File: src/rtl/sram_dma_master.sv
// Fill/copy DMA engine driving an SRAM controller stb/ACK port.
// One word per request; every acknowledged request is followed by a one-cycle idle gap.
module sram_dma_master #(
   parameter int ADDR_W = 20,
   parameter int DATA_W = 48
) (
   input  logic              clk_50mhz,
   input  logic              rst,
   input  logic              start,
   input  logic              mode,
   input  logic [ADDR_W-1:0] src_addr,
   input  logic [ADDR_W-1:0] dst_addr,
   input  logic [ADDR_W-1:0] len,
   input  logic [DATA_W-1:0] fill_data,
   output logic              busy,
   output logic              done,
   output logic [ADDR_W-1:0] words_done,
   output logic              m_stb,
   output logic              m_we,
   output logic [ADDR_W-1:0] m_addra,
   output logic [DATA_W-1:0] m_dina,
   input  logic [DATA_W-1:0] m_douta,
   input  logic              m_ACK
);

   typedef enum logic [2:0] {IDLE, RD, WR, GAP, FIN} state_t;

   state_t              state_q, state_d;
   state_t              gap_next_q, gap_next_d;
   logic                mode_q, mode_d;
   logic [ADDR_W-1:0]   src_q, src_d;
   logic [ADDR_W-1:0]   dst_q, dst_d;
   logic [ADDR_W-1:0]   len_q, len_d;
   logic [DATA_W-1:0]   fill_q, fill_d;
   logic [DATA_W-1:0]   data_q, data_d;
   logic [ADDR_W-1:0]   words_done_q, words_done_d;
   logic                busy_q, busy_d;
   logic                done_q, done_d;
   logic                stb_q, stb_d;
   logic                we_q, we_d;
   logic [ADDR_W-1:0]   addr_q, addr_d;
   logic [DATA_W-1:0]   dina_q, dina_d;

   logic [ADDR_W-1:0]   src_inc, dst_inc, wd_inc;

   assign src_inc = src_q + ADDR_W'(1);
   assign dst_inc = dst_q + ADDR_W'(1);
   assign wd_inc  = words_done_q + ADDR_W'(1);

   // Outputs are computed for the state being entered so they appear on the same edge.
   always_comb begin
      state_d      = state_q;
      gap_next_d   = gap_next_q;
      mode_d       = mode_q;
      src_d        = src_q;
      dst_d        = dst_q;
      len_d        = len_q;
      fill_d       = fill_q;
      data_d       = data_q;
      words_done_d = words_done_q;
      busy_d       = busy_q;
      done_d       = 1'b0;
      stb_d        = stb_q;
      we_d         = we_q;
      addr_d       = addr_q;
      dina_d       = dina_q;

      case (state_q)
         IDLE: begin
            if (start) begin
               mode_d       = mode;
               src_d        = src_addr;
               dst_d        = dst_addr;
               len_d        = len;
               fill_d       = fill_data;
               words_done_d = '0;
               if (len == '0) begin
                  state_d = FIN;
                  done_d  = 1'b1;
                  busy_d  = 1'b0;
                  stb_d   = 1'b0;
               end else if (mode) begin
                  state_d = RD;
                  busy_d  = 1'b1;
                  stb_d   = 1'b1;
                  we_d    = 1'b0;
                  addr_d  = src_addr;
               end else begin
                  state_d = WR;
                  busy_d  = 1'b1;
                  stb_d   = 1'b1;
                  we_d    = 1'b1;
                  addr_d  = dst_addr;
                  dina_d  = fill_data;
               end
            end
         end
         RD: begin
            if (m_ACK) begin
               data_d     = m_douta;
               src_d      = src_inc;
               state_d    = GAP;
               gap_next_d = WR;
               stb_d      = 1'b0;
            end
         end
         WR: begin
            if (m_ACK) begin
               dst_d        = dst_inc;
               words_done_d = wd_inc;
               stb_d        = 1'b0;
               if (wd_inc == len_q) begin
                  state_d = FIN;
                  done_d  = 1'b1;
                  busy_d  = 1'b0;
               end else begin
                  state_d    = GAP;
                  gap_next_d = mode_q ? RD : WR;
               end
            end
         end
         GAP: begin
            state_d = gap_next_q;
            stb_d   = 1'b1;
            if (gap_next_q == RD) begin
               we_d   = 1'b0;
               addr_d = src_q;
            end else begin
               we_d   = 1'b1;
               addr_d = dst_q;
               dina_d = mode_q ? data_q : fill_q;
            end
         end
         FIN: begin
            state_d = IDLE;
            busy_d  = 1'b0;
         end
         default: state_d = IDLE;
      endcase
   end

   always_ff @(posedge clk_50mhz) begin
      if (rst) begin
         state_q      <= IDLE;
         gap_next_q   <= IDLE;
         mode_q       <= 1'b0;
         src_q        <= '0;
         dst_q        <= '0;
         len_q        <= '0;
         fill_q       <= '0;
         data_q       <= '0;
         words_done_q <= '0;
         busy_q       <= 1'b0;
         done_q       <= 1'b0;
         stb_q        <= 1'b0;
         we_q         <= 1'b0;
         addr_q       <= '0;
         dina_q       <= '0;
      end else begin
         state_q      <= state_d;
         gap_next_q   <= gap_next_d;
         mode_q       <= mode_d;
         src_q        <= src_d;
         dst_q        <= dst_d;
         len_q        <= len_d;
         fill_q       <= fill_d;
         data_q       <= data_d;
         words_done_q <= words_done_d;
         busy_q       <= busy_d;
         done_q       <= done_d;
         stb_q        <= stb_d;
         we_q         <= we_d;
         addr_q       <= addr_d;
         dina_q       <= dina_d;
      end
   end

   assign busy       = busy_q;
   assign done       = done_q;
   assign words_done = words_done_q;
   assign m_stb      = stb_q;
   assign m_we       = we_q;
   assign m_addra    = addr_q;
   assign m_dina     = dina_q;

endmodule

File: config.mk
export PLATFORM = sky130hd
export DESIGN_NAME = sram_dma_master
export DESIGN_NICKNAME = d
export VERILOG_FILES = /design/src/rtl/sram_dma_master.sv
export SDC_FILE = /design/constraint.sdc
export NUM_CORES = 1
export LEC_CHECK = 0
export ABC_AREA = 1
export CAP_MARGIN = 30
export CORE_ASPECT_RATIO = 1.4
export CORE_MARGIN = 2
export CORE_UTILIZATION = 35
export CTS_BUF_LIST = sky130_fd_sc_hd__clkbuf_8
export DETAILED_ROUTE_END_ITERATION = 16
export GPL_ROUTABILITY_DRIVEN = 0
export PLACE_DENSITY_LB_ADDON = 0.1
export SYNTH_ARGS = -nofsm -noshare
export SYNTH_HDL_FRONTEND = slang
export SYNTH_SLANG_ARGS = --single-unit
export TNS_END_PERCENT = 1
File: constraint.sdc
create_clock -name clk_50mhz -period 3 [get_ports clk_50mhz]
set_input_delay 0.9 -clock clk_50mhz [delete_from_list [all_inputs] [get_ports clk_50mhz]]
set_output_delay 0.9 -clock clk_50mhz [all_outputs]
set_load 0.05 [all_outputs]
Word-level counts from Yosys, hierarchy flattened
Cells that the tools add are included.
Widths: inputs -> output; s select.

storage, ports and cells
  bits in registers = 255
  bits of input ports = 161
  logic and storage cells = 101

cells by class
  add/subtract/negate cells = 3
  equality and inequality tests = 15
  mux-type cells = 49
  reductions and logical operators = 19

operators by type and width
  cell                   count
  $mux 48                5
  $mux 20                10
  $pmux 20 s2            4
  $pmux 48 s2            1
  $add 20x1->20 const B  3
  $mux 3                 8
  $eq 20x20->1           1
  $logic_not 20->1       1
  $ne 2x2->1 const B     8
  $reduce_and 3->1       5
  $mux 1                 13
  $pmux 3 s4             1
  $reduce_and 4->1       2
  $reduce_bool 2->1      4
  $eq 3x1->1 const B     2
  $eq 3x2->1 const B     2
  $pmux 1 s3             2
  $pmux 3 s2             1
  $reduce_bool 3->1      2
  $reduce_and 5->1       1
  $mux 2                 2
  $pmux 1 s2             2
  $reduce_and 2->1       2
  $eq 3x3->1 const B     1
  3 further kinds        3

Depth between registers and ports, before layout
  depth in word-level cells = 5
  gate-level depth with buffers = 17

Least setup slack after synthesis
No wires, ideal clock.

  path kind = input to register
  start point = input len[0]
  end point = register dina_q[28], in the netlist m_dina[28]
  arrival = 2.363 ns
  data required time = 2.930 ns
  slack = 0.567 ns
  stages on the path = 12
  path through = or2_0 -> nor4_1 -> nand4_1 -> nor2_2 -> a21oi_4 -> inv_2 -> nor2_4 -> nand2_2 -> buf_4 -> buf_4 -> nand2_1 -> a21oi_1

on the way
  cells in the longest elaborated chain, start to end = 3

ends and longest elaborated chain
  element                     line  source
  from (decl)                 13    input logic [ADDR_W-1:0] len,
  $logic_not 20->1            77    if (len == '0) begin
  $ne 2x2->1 (no line)        --
  $reduce_and 5->1 (no line)  --
  to (signal assigned)        174   dina_q <= dina_d;
  to (decl)                   42    logic [DATA_W-1:0] dina_q, dina_d;

No other way between the ends.
A chain may end at the register's enable or synchronous reset.

Worst setup path in the final report
  start point = register words_done_q[2], in the netlist words_done[2]
  end point = output words_done[2]

RTL lines
  element                 line  source
  from (decl)             36    logic [ADDR_W-1:0] words_done_q, words_done_d;
  from (signal assigned)  168   words_done_q <= words_done_d;
  to (decl)               17    output logic [ADDR_W-1:0] words_done,

No word-level cell between the ends.

==> run summary <==
====================================================================================================
Final worst path period share .........................................................        95.5%
Worst setup timing slack at the placement stage .......................................    -0.125 ns
Critical path launch point type .......................................................    flip-flop
Largest stage delay on the critical path ..............................................      0.87 ns
Global router's overall resource usage ................................................        23.0%
Total wire length .....................................................................    44,200 um
Number of buffers and inverters on the critical path ..................................            1
Final standard cell count with taps included and fillers excluded .....................        2,636
Tot Pwr ...............................................................................      13.7 mW
Cell area after placement .............................................................   15,800 um2
Total net switching power .............................................................      5.80 mW
X dimension of the die ................................................................       165 um
Placeable core region .................................................................   35,800 um2
Async set or reset register ratio after synthesis .....................................           0%
Post-CTS Hold Buffers .................................................................            0
Routed WL per cell ....................................................................      16.8 um
Endpoint arrival time on the critical path ............................................      1.97 ns
Min Tclk post-route ...................................................................      2.87 ns
Total setup buffers inserted after CTS ................................................            0
Measured slew at the worst slew-check pin .............................................     0.684 ns
DRC violation total after the first TritonRoute iteration .............................          804
Pin count of the biggest net entering global routing ..................................           69
Number of flops mapped to enable cells by yosys .......................................            0
Cells traversed along the worst timing path ........................................... clkdlybuf4s50_1
Required time of the critical path ....................................................      2.10 ns
Synth unique cells ....................................................................           48
Worst flop-to-flop path startpoint .................................................... words_done[0]
I/O pin total .........................................................................          253
Layout Nets ...........................................................................        2,309
Cell with the biggest individual delay on the critical path ........................... sky130_fd_sc_hd__clkdlybuf4s50_1
Register share of total power .........................................................        35.4%
Final non-filler cell area ............................................................   16,700 um2
First-pass GRT wire length ............................................................    68,700 um
Internal power consumption ............................................................      7.94 mW
Max Transition Viols Final ............................................................            0
Resized Gates After CTS ...............................................................            0
DRC violations left ...................................................................            0
Cell total after placement ............................................................        2,559
Std-Cell Rows .........................................................................           82
Post-detailed-route count of antenna-violating nets ...................................            0
TritonCTS clock tree ..................................................................         done
Clock-pin slew reported for the worst setup and hold paths after clock tree synthesis .      0.06 ns
Upper clock frequency limit ...........................................................    0.349 GHz
Vias in the first global route ........................................................       12,800
Number of buffers added by the clock tree synthesis step ..............................           46
Flip-flop cell with the highest count after synthesis ................................. sky130_fd_sc_hd__dfxtp_1
Register area share after synthesis ...................................................        40.1%
Commonest cells after routing, fill and taps aside .................................... sky130_fd_sc_hd__nand2_1 (515), sky130_fd_sc_hd__dfxtp_1 (253), sky130_fd_sc_hd__clkdlybuf4s50_1 (251)
Maximum fanout along the worst path ...................................................            8
Crit end category .....................................................................   output pin
Clock H-tree levels ...................................................................            2
Total iterations of the first detailed-routing run ....................................            7
Count of endpoints failing setup in the final report ..................................            0
Number of antenna violations at the first check in global routing .....................            2
Maximum buffer depth of the clock tree ................................................            3
Die ar. ...............................................................................   37,800 um2
Post-Syn Nets .........................................................................        2,083
Mean number of vias per cell ..........................................................         5.08
Clock tree sinks ......................................................................          254
Clock power share .....................................................................        24.1%
Detailed-route via count ..............................................................       13,400
Worst hold path startpoint ............................................................   fill_q[23]
Final-report hold violation count .....................................................            0
Die span in y .........................................................................       229 um
Grt ovf ...............................................................................            0
Average instance area after synthesis .................................................     6.61 um2
Clock latency on the worst-skew pair ..................................................      0.59 ns
Path type of the worst min-delay path .................................................      reg2reg
Cells after synthesis .................................................................        1,919
Cell at the root of the clock tree .................................................... sky130_fd_sc_hd__clkbuf_8
RSZ-0062 raised after global routing ..................................................           no
Static leakage ........................................................................      6.74 nW
Cell Area, Synth ......................................................................   12,700 um2
Outcome ...............................................................................    completed
Fin util ..............................................................................        46.6%
Diodes inserted .......................................................................            0
Start-to-end type of the worst setup path .............................................      reg2out
Effective utilization at floorplan ....................................................        35.4%
Count of state elements after synthesis ...............................................          254
Post-route worst setup slack ..........................................................     0.135 ns
Synthesis-to-layout area growth .......................................................        31.6%
Worst clock skew on the final layout ..................................................    0.0233 ns
Peak supply drop ......................................................................     0.398 mV
Max_cap viols .........................................................................            0
Most common cell after layout, fill and taps aside .................................... sky130_fd_sc_hd__nand2_1
Critical path startpoint .............................................................. words_done[2]
Fraction of power spent switching nets ................................................        42.2%
Detailed Place HPWL ...................................................................    30,400 um
Power share of the combinational group ................................................        40.5%
Power density relative to cell area ...................................................   823 nW/um2
Rel. slew slack .......................................................................        54.4%
Top cell family by delay on the critical path ......................................... buffers and inverters
Layout cell share with drive strength beyond 1 ........................................        7.18%
Number of buffers inserted by port buffering ..........................................          252
Ys Warns ..............................................................................            0
====================================================================================================
## final timing paths
check | endpoint | slack (ns) | cells past startpoint
worst max-delay path | words_done[2] | 0.13 | 1
worst min-delay path | fill_q[23] | 0.44 | 2
worst max register to register | gap_next_q[0] | 0.65 | 12
worst min register to register | fill_q[23] | 0.44 | 2
## per-stage QoR
stage	hold WS, ns	setup TNS [ns]
3_3_place_gp	0.432	-2.89
5_1_grt	0.466	0
2_1_floorplan	0.424	0
4_1_cts	0.448	0
6_report	0.444	0
3_5_place_dp	0.439	-4.38
## layer usage
layer	GRT usage [%]	wire [um]
met2	40.6	22000
met1	27.1	17900
met5	0	27
met3	4.35	2770
met4	9.05	1570
## area by class of cell
class                           count  area (um2)
Tap cell                          462         578
Multi-Input combinational cell   1383        6520
Timing Repair Buffer              297        2980
Clock buffer                       59         812
Clock inverter                     18        97.6
Inverter                          163         617
Fill cell                        3750       19100
Sequential cell                   254        5090
## cells by family (layout without fill, tap and decap cells)
logic type      after synthesis  in the layout  synth area share [%]
fa+ha+maj                     3              3                 0.296
xor+xnor                     15             15                  1.14
compound gates              488            488                  20.7
buf+inv                     282            537                  8.63
flops                       254            254                  40.1
simple gates                877            877                  29.1
## synthesized netlist by cell type (all sizes together), types with 2 or more instances
library cell / instances / area share [%]
ha: 3 / 0.30
nor2: 187 / 6.0
nand4: 17 / 0.84
inv: 161 / 4.8
nor3: 16 / 0.93
a311oi: 7 / 0.48
or2: 4 / 0.20
nor4: 6 / 0.35
a221oi: 3 / 0.21
nand3: 121 / 4.9
nand2: 525 / 16
clkinv: 2 / 0.059
o21ai: 251 / 9.9
o221ai: 15 / 1.0
xor2: 13 / 0.90
a31oi: 16 / 0.79
a21oi: 177 / 7.1
o211ai: 4 / 0.24
clkbuf: 91 / 2.7
dfxtp: 254 / 40
buf: 28 / 1.1
o21bai: 6 / 0.41
a211oi: 4 / 0.24
## flip-flops by register name, summed over array words and instances (netlist names)
| name | cells |
|---|---|
| data_q | 48 |
| m_stb | 1 |
| busy | 1 |
| done | 1 |
| gap_next_q | 2 |
| fill_q | 48 |
| m_addra | 20 |
| src_q | 20 |
| m_we | 1 |
| words_done | 20 |
| m_dina | 48 |
| mode_q | 1 |
| state_q | 3 |
| len_q | 20 |
| dst_q | 20 |
## power by group through the flow
stage	logic (mW)	clock network [mW]	registers, mW
2_1_floorplan	2.89	0	5.60
3_3_place_gp	5.49	0	4.92
3_5_place_dp	5.57	0	4.93
4_1_cts	5.59	3.43	4.87
5_1_grt	6.11	3.56	4.98
6_report	5.56	3.32	4.86
No activity file was read; power rests on OpenSTA's default activity.
